==> config.mk <==
export PLATFORM = sky130hd
export DESIGN_NAME = mem_port_arbiter
export DESIGN_NICKNAME = d
export VERILOG_FILES = /design/src/rtl/mem_port_arbiter_pkg.sv /design/src/rtl/mem_port_arbiter.sv
export SDC_FILE = /design/constraint.sdc
export NUM_CORES = 1
export LEC_CHECK = 0
export BUFFER_PORTS_ARGS = -buffer_cell sky130_fd_sc_hd__buf_2
export CAP_MARGIN = 20
export CORE_MARGIN = 1
export CORE_UTILIZATION = 39
export CTS_BUF_LIST = sky130_fd_sc_hd__clkbuf_8
export DETAILED_ROUTE_END_ITERATION = 12
export PLACE_DENSITY = 0.74
export REMOVE_ABC_BUFFERS = 1
export SYNTH_ARGS = -nofsm -noshare
export SYNTH_HDL_FRONTEND = slang
export SYNTH_SLANG_ARGS = --single-unit
==> constraint.sdc <==
create_clock -name CLK -period 1.75 [get_ports CLK]
set_input_delay 0 -clock CLK [delete_from_list [all_inputs] [get_ports CLK]]
set_output_delay 0 -clock CLK [all_outputs]
set_load 0.02 [all_outputs]
==> src/rtl/mem_port_arbiter_pkg.sv <==
// Shared types and limits for the instruction/data memory port arbiter.
package mem_port_arbiter_pkg;

    localparam int unsigned ADDR_W      = 32;
    localparam int unsigned DATA_W      = 32;
    localparam int unsigned CNT_W       = 2;
    localparam int unsigned MEM_LAT_MIN = 1;
    localparam int unsigned MEM_LAT_MAX = 4;

    typedef enum logic [1:0] {
        IDLE   = 2'd0,
        ACCESS = 2'd1,
        RESP   = 2'd2
    } state_e;

    typedef enum logic {
        OWN_I = 1'b0,
        OWN_D = 1'b1
    } owner_e;

    typedef struct packed {
        logic [ADDR_W-1:0] addr;
        logic [DATA_W-1:0] wdata;
    } mem_cmd_t;

endpackage

==> src/rtl/mem_port_arbiter.sv <==
// Arbitrates a fetch port and a data port onto one single-port memory with fixed latency.
// Define MEMARB_RR_EN to resolve contention round-robin instead of data-over-fetch priority.
module mem_port_arbiter
    import mem_port_arbiter_pkg::*;
#(
    parameter int unsigned MEM_LAT = 1
) (
    input  logic              CLK,
    input  logic              RST,
    input  logic              i_req,
    input  logic [ADDR_W-1:0] i_addr,
    output logic              i_ack,
    output logic [DATA_W-1:0] i_rdata,
    input  logic              d_req,
    input  logic              d_we,
    input  logic [ADDR_W-1:0] d_addr,
    input  logic [DATA_W-1:0] d_wdata,
    output logic              d_ack,
    output logic [DATA_W-1:0] d_rdata,
    output logic [ADDR_W-1:0] mem_addr,
    output logic [DATA_W-1:0] mem_wdata,
    output logic              mem_we,
    input  logic [DATA_W-1:0] mem_rdata,
    output logic              busy
);

    // Out-of-range latencies are clamped to the legal window.
    localparam int unsigned LAT_CLAMP =
        (MEM_LAT < MEM_LAT_MIN) ? MEM_LAT_MIN :
        (MEM_LAT > MEM_LAT_MAX) ? MEM_LAT_MAX : MEM_LAT;
    localparam logic [CNT_W-1:0] CNT_LOAD = CNT_W'(LAT_CLAMP - MEM_LAT_MIN);

    state_e           state;
    owner_e           owner;
    logic [CNT_W-1:0] cnt;
    mem_cmd_t         cmd;
    logic             grant_d_c;

`ifdef MEMARB_RR_EN
    owner_e last_grant;

    // Data wins alone, or on contention when fetch was granted most recently.
    assign grant_d_c = d_req && (!i_req || (last_grant == OWN_I));
`else
    assign grant_d_c = d_req;
`endif

    assign mem_addr  = cmd.addr;
    assign mem_wdata = cmd.wdata;

    always_ff @(posedge CLK) begin
        if (RST) begin
            state   <= IDLE;
            owner   <= OWN_I;
            cnt     <= '0;
            cmd     <= '0;
            mem_we  <= 1'b0;
            i_ack   <= 1'b0;
            d_ack   <= 1'b0;
            busy    <= 1'b0;
            i_rdata <= '0;
            d_rdata <= '0;
`ifdef MEMARB_RR_EN
            last_grant <= OWN_I;
`endif
        end else begin
            mem_we <= 1'b0;
            i_ack  <= 1'b0;
            d_ack  <= 1'b0;
            unique case (state)
                IDLE: begin
                    if (i_req || d_req) begin
                        state <= ACCESS;
                        busy  <= 1'b1;
                        cnt   <= CNT_LOAD;
                        if (grant_d_c) begin
                            owner  <= OWN_D;
                            cmd    <= '{addr: d_addr, wdata: d_wdata};
                            mem_we <= d_we;
                        end else begin
                            owner  <= OWN_I;
                            cmd    <= '{addr: i_addr, wdata: '0};
                        end
`ifdef MEMARB_RR_EN
                        last_grant <= grant_d_c ? OWN_D : OWN_I;
`endif
                    end
                end
                ACCESS: begin
                    // Last access cycle: capture read data and raise the owner's ack.
                    if (cnt == '0) begin
                        state <= RESP;
                        if (owner == OWN_D) begin
                            d_rdata <= mem_rdata;
                            d_ack   <= 1'b1;
                        end else begin
                            i_rdata <= mem_rdata;
                            i_ack   <= 1'b1;
                        end
                    end else begin
                        cnt <= cnt - CNT_W'(1);
                    end
                end
                RESP: begin
                    state <= IDLE;
                    busy  <= 1'b0;
                end
                default: begin
                    state <= IDLE;
                    busy  <= 1'b0;
                end
            endcase
        end
    end

endmodule

---- After elaboration in Yosys (flattened, before gate mapping) ----
Cells that the tools add are included.
word-level totals
  register bits after elaboration ......... 137
  input bits .............................. 133
operators by class
  add/subtract/negate cells ............... 1
  equality and inequality tests ........... 4
  muxes and demuxes ....................... 12
  bitwise gates (word level) .............. 6
  reduce and logical (&&, ||, !) cells .... 12
operators by type and width
  operator             count
  $mux 64              1
  $reduce_and 3->1     3
  $mux 2               4
  $pmux 2 s2           2
  $ne 2x2->1 const B   3
  $not 1->1            6
  $reduce_and 2->1     3
  $logic_not 2->1      2
  $mux 1               4
  $reduce_or 4->1      1
  $reduce_or 3->1      1
  $eq 2x1->1 const B   1
  $pmux 1 s2           1
  $reduce_bool 2->1    1
  $sub 2x1->2 const B  1
  $logic_or 1x1->1     1

---- Logic depth before layout (Yosys ltp) ----
  word-level depth ........................ 3
  gate-level depth with buffers ........... 7
  depth with buffers taken out ............ 5

---- Worst setup path after synthesis ----
OpenSTA, ideal clock, no wires.
  kind .................................... reg-to-reg
  start point ............................. reg cnt[0]
  end point ............................... reg d_rdata[0]
  setup time .............................. 0.070 ns
  arrival time ............................ 1.348 ns
  required time ........................... 1.680 ns
  path slack .............................. 0.332 ns
  cell stages (with the launch flop) ...... 8
  path buffers ............................ 2
  cell sequence ........................... dfxtp_1 -> inv_1 -> ha_1 -> and4b_1 -> clkbuf_1 -> clkbuf_1 -> nand2_1 -> a21oi_1
on the way
  word-level cells in the longest chain between the ends .. 2
ends and longest elaborated chain
  item                               line                     source
  start: declaration                 mem_port_arbiter.sv:35   logic [CNT_W-1:0] cnt;
  start signal: assignment           mem_port_arbiter.sv:101  cnt <= cnt - CNT_W'(1);
  $logic_not 2->1                    mem_port_arbiter.sv:91   if (cnt == '0) begin
  $reduce_and 3->1 (no source line)  -
  end signal: assignment             mem_port_arbiter.sv:94   d_rdata <= mem_rdata;
  end: declaration                   mem_port_arbiter.sv:19   output logic [DATA_W-1:0] d_rdata,
No other way between the ends.
A chain may end at the register's enable or synchronous reset.

---- Worst setup path in the final report ----
  start point ............................. reg state[0]
  end point ............................... reg cmd (netlist bit mem_addr[30])
on the way
  word-level cells in the longest chain between the ends .. 2
ends and longest elaborated chain
  item                               line                    source
  start: declaration                 mem_port_arbiter.sv:33  state_e state;
  start signal: assignment           mem_port_arbiter.sv:53  state <= IDLE;
  start signal: assignment           mem_port_arbiter.sv:73  state <= ACCESS;
  start signal: assignment           mem_port_arbiter.sv:92  state <= RESP;
  $logic_not 2->1                    mem_port_arbiter.sv:70  unique case (state)
  $reduce_and 2->1 (no source line)  -
  end signal: assignment             mem_port_arbiter.sv:78  cmd <= '{addr: d_addr, wdata: d_wdata};
  end signal: assignment             mem_port_arbiter.sv:82  cmd <= '{addr: i_addr, wdata: '0};
  end: declaration                   mem_port_arbiter.sv:36  mem_cmd_t cmd;
No other way between the ends.

==> results by group <==
Outcome
  • Status: complete, no violations

Die
  • Die Wd: 117 um
  • Rows: 41
  • Die Y: 117 um
  • Core area: 12,800 um2
  • IO Pins: 265
  • Die area: 13,700 um2
  • Starting Density: 40.5%

Power
  • Pwr Density: 960 nW/um2
  • Clock Power Share: 36.8%
  • Share of power burned in combinational logic: 20.5%
  • Reg power frac: 42.7%
  • Int Power: 5.86 mW
  • Switching power of the nets: 2.23 mW
  • Power Total: 8.09 mW
  • LEAKAGE: 3.91 nW
  • Sw Ratio: 27.6%
  • Worst vdd ir: 0.562 mV

Timing
  • Worst setup margin: 150 ps
  • Rel. slew slack: 42.6%
  • Setup repair after global routing missed its margin: false
  • Period minus WS final: 1600 ps
  • Fin Hold WS: 250 ps
  • Slew Viols, Final: 0
  • # setup viols final: 0
  • Fmax: 0.625 GHz
  • Tightest Pin Transition: 860 ps
  • Final hold vios: 0
  • Max Clock Skew: 13.8 ps
  • Final period util: 91.4%

Clock tree
  • Clock sinks: 137
  • Clk slew on worst S/H paths: 70 ps
  • Clock Latency Late Sink: 430 ps
  • CTS tree: done
  • Clock buffer depth: 2
  • CTS buffer count: 17
  • PostCTS Resize Cnt: 0
  • Clock root buffer: clkbuf_8
  • H-Tree Level Count: 4

Synth
  • Synth cell types: 30
  • Post-synth EDFFs: 0
  • Sequential fraction of the synthesis area: 53.0%
  • Synth async-reset ratio: 0%
  • Average cell area after synthesis: 9.65 um2
  • Syn. warnings: 0
  • Top FF cell, synth: dfxtp_1
  • Mapped cell area: 5170 um2
  • #FFs+latches synth: 137
  • Cells after Synth: 536

Setup path
  • CP Capture Type: flip-flop
  • Arr. time, crit path: 1940 ps
  • Crit path depth: 5
  • Crit-path cells: nor2_4, buf_4, buf_4, a21oi_1, a211oi_2
  • Startpoint class of the critical path: flip-flop
  • Crit-path max cell delay: 380 ps
  • Max stage delay cell, worst path: dfxtp_1
  • Reg2Reg Depth: 5
  • WP buf/inv: 2
  • Most frequent CP cell: buf_4
  • CP required: 2090 ps
  • Critical-path maximum fanout: 19
  • Top delay family on crit path: buffers and inverters
  • WS Path Type: reg2reg

Drt
  • Final ANT Viol Nets: 0
  • WL/cell: 14.9 um
  • Initial DRC Count: 355
  • Final WL: 16,400 um
  • Drt pass-1 iters: 7
  • Vias per cell: 4.90
  • Via Count: 5,379
  • DRC Markers: 0

Placed design
  • Port Buffers: 264
  • GPL Wtd Cong: 0.718
  • Detail Placement HPWL: 9100 um
  • Pre-CTS setup slack: 97.6 ps
  • Area post-placement: 6660 um2

Finish
  • Synth-to-layout area growth: 62.9%
  • Post-layout nets: 1,048
  • Final Util: 66.0%
  • Antenna Cells: 0
  • Fraction of layout cells with a size suffix above 1: 36.8%
  • Final Cell Area: 8430 um2
  • Fill cells: 992

Hold path
  • Hold depth: 4
  • Hold Path Class: in2reg

Global route
  • Global-route wire length before repair: 24,300 um
  • Vias in the first global route: 5,155
  • Global route overflow: 0
  • GRT Total Usage: 23.2%
  • Initial antenna violation count: 0
  • Largest net degree at the start of global routing: 88

Run
  • Max-Cap Viols: 0
-- tightest hold or removal path, stage by stage --
cell,delay (ps)
buf_2,80
or2_1,280
nand2_1,150
a21oi_1,120
-- layout by cell type (no fill, tap or decap), drive strengths merged, types with 3 or more instances in the layout --
| cell | count |
|---|---|
| dfxtp | 137 |
| dlygate4sd3 | 130 |
| a21oi | 100 |
| inv | 8 |
| bufinv | 5 |
| clkbuf | 19 |
| a22o | 32 |
| mux2i | 32 |
| buf | 277 |
| a211oi | 32 |
| nor2 | 3 |
| nand2 | 129 |
-- cell usage after synthesis (2+ instances only) --
master | instances | area share, %
buf_2 | 19 | 1.8
a211oi_1 | 2 | 0.29
nand2_1 | 129 | 9.4
a21oi_1 | 98 | 9.5
nor4bb_1 | 2 | 0.39
ha_1 | 2 | 0.48
buf_6 | 6 | 1.3
nor2_1 | 2 | 0.15
mux2i_1 | 32 | 6.2
a211oi_2 | 30 | 7.3
dfxtp_1 | 137 | 53
or3b_1 | 2 | 0.34
clkbuf_1 | 24 | 1.7
a22o_1 | 32 | 5.4
inv_1 | 3 | 0.22
nor3_1 | 2 | 0.19
-- power groups by stage --
stage / Combinational (mW) / Clock, mW / Sequential, mW
finish: 1.66 / 2.98 / 3.45
global route: 1.78 / 3.19 / 3.48
CTS: 1.63 / 3.05 / 3.45
detailed placement: 1.38 / 0 / 3.52
global placement: 1.36 / 0 / 3.52
floorplan: 0.479 / 0 / 3.78
-- path summary, 6_finish.rpt --
check                                         startpoint                         to  slack, ps
worst max-delay path               state[0]$_SDFFE_PP0P_  mem_addr[30]$_SDFFE_PP0P_        150
worst min register to register  d_rdata[18]$_SDFFE_PP0P_   d_rdata[18]$_SDFFE_PP0P_        450
worst min-delay path                               i_req          busy$_SDFFE_PP0P_        250
worst max register to register     state[0]$_SDFFE_PP0P_  mem_addr[30]$_SDFFE_PP0P_        150
-- cell families after synthesis --
logic type | share of synthesized area (%)
DFF | 53.0
muxes | 6.19
buffers and inverters | 5.18
and+or+nand+nor | 11.9
AOI/OAI and AO/OA | 23.3
adders and majority gates | 0.484
-- what timing repair did --
item	in CTS	in global routing
setup endpoints to repair	0	32
endpoints found under the hold margin	131	0
setup buffers	0	0
hold buffers	130	0
-- flip-flops by register name, summed over array words and instances (netlist names) --
signal	flops
d_rdata	32
i_rdata	32
mem_addr	32
mem_wdata	32
cnt	2
state	2
busy	1
d_ack	1
i_ack	1
mem_we	1
owner	1
-- metrics by stage --
step                      cells  setup TNS [ps]
final                      1098               0
after global routing       1098               0
after CTS                  1097               0
after detailed placement    935               0
after global placement      935               0
after floorplan             486          -50650
-- cell type report --
class / count / area (um2) / area share, %
well taps: 172 / 215 / 2.55
flip-flops and latches: 137 / 2740 / 32.5
repair buffers: 407 / 2810 / 33.3
clock buffers: 19 / 262 / 3.10
multi-input cells: 347 / 2190 / 26.0
clock inverters: 13 / 200 / 2.38
inverters: 3 / 11.3 / 0.134
-- routing by layer --
layer  wire, um  global-route usage, %
met2       8480                   41.7
met4        725                   14.9
met5          0                      0
met1       6300                   24.2
met3        865                   5.72
No activity file was read; power rests on OpenSTA's default activity.
